==> src/rtl/pc_ctrl_pkg.sv <==
// pc_ctrl_pkg: shared types and constants for the next-PC redirect controller
package pc_ctrl_pkg;
  typedef enum logic [1:0] {RUN, HOLD, HALT} pc_ctrl_state_t;
  localparam int CNT_W = 16;
  localparam int PC_STEP = 4;
endpackage

==> src/rtl/sat_counter.sv <==
// sat_counter: up-counter that sticks at all-ones
module sat_counter #(
  parameter int W = 16
) (
  input  logic         clk,
  input  logic         reset,
  input  logic         inc,
  output logic [W-1:0] count
);
  logic [W-1:0] count_q;
  always_ff @(posedge clk) begin
    if (reset) count_q <= '0;
    else if (inc && count_q != '1) count_q <= count_q + 1'b1;
  end
  assign count = count_q;
endmodule

==> src/rtl/pc_redirect_ctrl.sv <==
// pc_redirect_ctrl: EX branch result to fetch redirect, wrong-path squash, halt and stats
module pc_redirect_ctrl
  import pc_ctrl_pkg::*;
#(
  parameter int              PC_W    = 9,
  parameter logic [PC_W-1:0] TRAP_PC = '0
) (
  input  logic             clk,
  input  logic             reset,
  input  logic [PC_W-1:0]  if_pc,
  input  logic             stall,
  input  logic             ex_valid,
  input  logic             ex_ctrl,
  input  logic             ex_pcsel,
  input  logic [31:0]      ex_brpc,
  input  logic             halt_req,
  input  logic             pc_ready,
  output logic             pc_valid,
  output logic [PC_W-1:0]  pc_next,
  output logic             flush_ifid,
  output logic             flush_idex,
  output logic             misalign_err,
  output logic             halted,
  output logic [CNT_W-1:0] br_cnt,
  output logic [CNT_W-1:0] tk_cnt
);
  pc_ctrl_state_t  state_q, state_d;
  logic [PC_W-1:0] hold_q, hold_d;
  logic [PC_W-1:0] tgt, seq_pc;
  logic            redirect, mis, flush, br_inc, tk_inc;
  logic            unused_brpc_hi;

  assign unused_brpc_hi = ^ex_brpc[31:PC_W];

  always_comb begin
    mis = ex_brpc[1:0] != 2'b00;
    tgt = mis ? TRAP_PC : ex_brpc[PC_W-1:0];
    seq_pc = if_pc + PC_W'(PC_STEP);
    redirect = state_q == RUN && ex_valid && ex_pcsel;
    state_d = state_q;
    hold_d = hold_q;
    pc_valid = 1'b0;
    pc_next = seq_pc;
    flush = 1'b0;
    br_inc = 1'b0;
    tk_inc = 1'b0;
    case (state_q)
      RUN: begin
        br_inc = ex_valid && ex_ctrl;
        if (redirect) begin
          pc_valid = 1'b1;
          pc_next = tgt;
          flush = 1'b1;
          tk_inc = pc_ready;
          if (!pc_ready) begin
            state_d = HOLD;
            hold_d = tgt;
          end
        end else begin
          pc_valid = !stall && !halt_req;
          if (halt_req) state_d = HALT;
        end
      end
      HOLD: begin
        pc_valid = 1'b1;
        pc_next = hold_q;
        flush = 1'b1;
        tk_inc = pc_ready;
        if (pc_ready) state_d = halt_req ? HALT : RUN;
      end
      default: ;
    endcase
    // reset forces a quiet, fully-squashed pipeline front end
    pc_valid = pc_valid && !reset;
    flush_ifid = flush || reset;
    flush_idex = flush || reset;
    misalign_err = redirect && mis && !reset;
    halted = state_q == HALT && !reset;
  end

  always_ff @(posedge clk) begin
    if (reset) begin
      state_q <= RUN;
      hold_q <= '0;
    end else begin
      state_q <= state_d;
      hold_q <= hold_d;
    end
  end

  sat_counter #(.W(CNT_W)) u_br_cnt (.clk(clk), .reset(reset), .inc(br_inc), .count(br_cnt));
  sat_counter #(.W(CNT_W)) u_tk_cnt (.clk(clk), .reset(reset), .inc(tk_inc), .count(tk_cnt));
endmodule

==> config.mk <==
export PLATFORM = sky130hd
export DESIGN_NAME = pc_redirect_ctrl
export DESIGN_NICKNAME = d
export VERILOG_FILES = /design/src/rtl/pc_ctrl_pkg.sv /design/src/rtl/sat_counter.sv /design/src/rtl/pc_redirect_ctrl.sv
export SDC_FILE = /design/constraint.sdc
export NUM_CORES = 1
export LEC_CHECK = 0
export CAP_MARGIN = 40
export CORE_MARGIN = 2
export CORE_UTILIZATION = 25
export CTS_CLUSTER_DIAMETER = 40
export DETAILED_ROUTE_END_ITERATION = 8
export PLACE_DENSITY = 0.61
export SLEW_MARGIN = 20
export SYNTH_ARGS = -nofsm -noshare
export SYNTH_HDL_FRONTEND = slang
export SYNTH_SLANG_ARGS = --single-unit
==> constraint.sdc <==
create_clock -name clk -period 1.64 [get_ports clk]
set_input_delay 0.164 -clock clk [delete_from_list [all_inputs] [get_ports clk]]
set_output_delay 0.164 -clock clk [all_outputs]
set_load 0.02 [all_outputs]
==> results.txt <==
- After floorplanning, the core was divided into 36 placement rows.
- Post-route setup slack: -0.292 ns
- Setup violations remaining at the end of the flow were counted as 35.
- The most critical setup path has its startpoint at state_q[0]$_SDFFE_PP0P_.
- The worst setup path is captured at a primary output.
- VDD sags by at most 0.000327 V.
* Final nets: 491
- Vias/cell: 4.87
* Vias post-DR: 2797
- Number of non-filler instances in the completed layout: 574
- Kind of launch point of the worst setup path: register
* Yosys top cell area share: 0.350
- Utilization of the core after routing: 0.477
- In the synthesized netlist the dominant register cell turns out to be dfxtp_1.
* Classification of the worst setup path: reg -> out
- Averaged over all synthesized cells, the footprint is 8.38 sq um.
* Post-layout min period: 1.93 ns
- Final hold viol count: 0
- The first detailed-routing pass ran for 4 iterations.
- Synthesized instance count: 293
- Number of nets with antenna violations after routing: 0
* Finished layout cell area: 0.00460 sq mm
- In this run the cell area of the synthesized design comes to 0.00246 sq mm.
* Count of maximum capacitance violations: 0
- Post-placement worst setup slack: -0.784 ns
- Critical path buffers and inverters: 2
- Of the available clock period, the critical path in the final layout requires 1.18.
* First-pass GRT wire length: 12400 um
- In this run the count of I/O pins placed on the die edge is 95.
* TritonCTS clock tree: done
- For this design, the CTS-stage hold fixing added 0 buffers.
- For the pin with the worst max-slew slack, the measured transition is 0.466 ns.
* Total clock buffers created by CTS: 5
- By instance count, the leading cell after synthesis is dfxtp_1.
* Min Hold Slack: 0.241 ns
- Net Count, Synth: 345
* Maximum clock skew at final layout: 0.00892 ns
- After legalization and detailed placement, the total HPWL measured 5660 um.
- Total power for the finished layout comes to 2.34 mW.
* Average wire per standard cell: 14.5 um
- Count of distinct cell types in the synthesized netlist: 50
* Placed Instances: 550
- The congestion estimate from routability-driven global placement came to 0.788.
* Largest delay share family, worst path: simple AND/OR/NAND/NOR gates
- Area added between synthesis and finish: 87.2%
* Count of input and output buffers: 71
- Total count of max-transition violations in the final report: 0
- Number of warning messages in the yosys log: 0
- Overall die width: 103 um
- Setup repair after global routing could not meet its margin everywhere.
* Top cells by instance count after synthesis: dfxtp_1, a21oi_1, nand3_1
* Number of remaining DRC errors: 0
- The min-delay analysis places its worst path in the category in -> reg.
- Top fanout value on the critical path: 3
- The analysis attributes to cell leakage a power of 1.73 nW.
* Share of synthesized registers carrying an async set or reset: 0
- Yosys attributes the largest share of cell area to dfxtp_1, a21oi_1, mux2_2.
- Summed over all layers, the global routing overflow is 0.
- Die area: 0.0106 sq mm
* Number of enable-type register cells in the synthesized netlist: 0
- Cell type with the largest total area after synthesis: dfxtp_1
* H-tree depth reported by CTS: 2
* Total Routed Length: 8350 um
* Worst-case headroom to the max-slew limit: 0.687
- Hold path startpoint: reset
- Number of clock sinks: 43
- Root buffer selected by CTS: clkbuf_8
- At the worst endpoint, the required time is 1.48 ns.
- Of the synthesized area, sequential elements account for 0.350.
- In this run, synthesis produced a sequential element count of 43.
- From bottom edge to top edge, the die measures 103 um.
- R2r startpoint: state_q[0]$_SDFFE_PP0P_
- Via count of the first global-routing pass: 2700
- Placeable core region: 0.00964 sq mm
* DRT iter0 DRCs: 62
- Once placement finished, the instance area stood at 0.00382 sq mm.
- The run finished, with violations left.
- Latest clock arrival within the worst-skew pair: 0.29 ns
- Highest-delay cell along the critical path: dfxtp_2
* Deepest clock path buffer count: 2
- Clock-pin slew was measured on the worst setup and hold paths at 0.08 ns.
- In this run the power density over the cells is 510 mW/mm^2.
* Maximum achievable frequency: 518 MHz
- Initial Utilization: 0.255
- The signal on the critical path passes through nor4bb_4 > buf_4 > nor2_2 > or2_4 > a221o_1 > buf_6.
- The number of antenna violations at the first check in global routing is 1.
- In the global route stage, overall resource usage came out at 0.145.
* Endpoint arrival time on the critical path: 1.77 ns
* Crit-path max cell delay: 0.34 ns
- The final reports fail on negative setup slack.
* Maximum number of pins on one net before global-route repair: 22
- In the final layout, the share of cells above drive strength 1 is 0.466.
* Fin Setup TNS: -5.01 ns
## power by group
group	internal, mW	switching (mW)	total [mW]
registers	1.05	0.00865	1.06
logic	0.279	0.245	0.524
clock network	0.385	0.375	0.761
total	1.71	0.629	2.34
## per-layer routing
layer  vias to the layer above  track usage  wire [um]
met5                         -            0          0
met4                         0       0.0304         40
met3                         4       0.0278        269
met2                        44        0.254       4290
met1                      1348        0.184       3750
li1                       1401            -          -
## layout by cell type, fill, tap and decap left out, types with 5 or more instances in the layout
cell type | synthesis | layout
clkdlybuf4s50_1 | 0 | 54
mux2_4 | 0 | 10
dfxtp_1 | 43 | 25
dfxtp_2 | 0 | 16
nor2b_1 | 14 | 14
buf_4 | 1 | 70
buf_6 | 0 | 24
nand3_1 | 22 | 18
nand4_1 | 6 | 6
or4_4 | 0 | 7
inv_1 | 6 | 6
clkbuf_8 | 0 | 7
nand2b_1 | 6 | 5
a21oi_1 | 32 | 19
nor2_1 | 18 | 16
or4_1 | 12 | 5
nand2_1 | 18 | 14
a21oi_2 | 0 | 10
## sequential cells by signal, indices dropped and copies added, names as in the netlist
register,count
u_br_cnt.count,16
u_tk_cnt.count,16
hold_q,9
state_q,2
## repair_timing
action | in CTS | in global routing
setup endpoints to repair | 31 | 44
resized for setup | 139 | 65
pin swaps | 25 | 23
setup buffers | 6 | 10
cloned | 0 | 1
## layout make-up
type	instances	area (sq um)
Antenna cell	1	2.50
Clock buffer	8	100
Fill cell	958	5040
Inverter	6	22.5
Multi-Input combinational cell	228	2000
Sequential cell	43	888
Tap cell	133	166
Timing Repair Buffer	155	1410
## kinds of logic after synthesis
family | share of synthesized area
simple gates | 0.328
compound gates | 0.187
flops | 0.350
buf+inv | 0.0377
mux | 0.0632
xor+xnor | 0.0178
fa+ha+maj | 0.0153
## final timing paths
| check | endpoint | slack, ns | cells after the start |
|---|---|---|---|
| setup / recovery | pc_next[3] | -0.29 | 6 |
| hold reg to reg | hold_q[6]$_SDFFE_PP0P_ | 0.46 | 2 |
| setup reg to reg | u_br_cnt.count[3]$_SDFFE_PP0P_ | -0.25 | 8 |
| hold / removal | hold_q[6]$_SDFFE_PP0P_ | 0.24 | 2 |
Power figures use the tool's default switching activity.
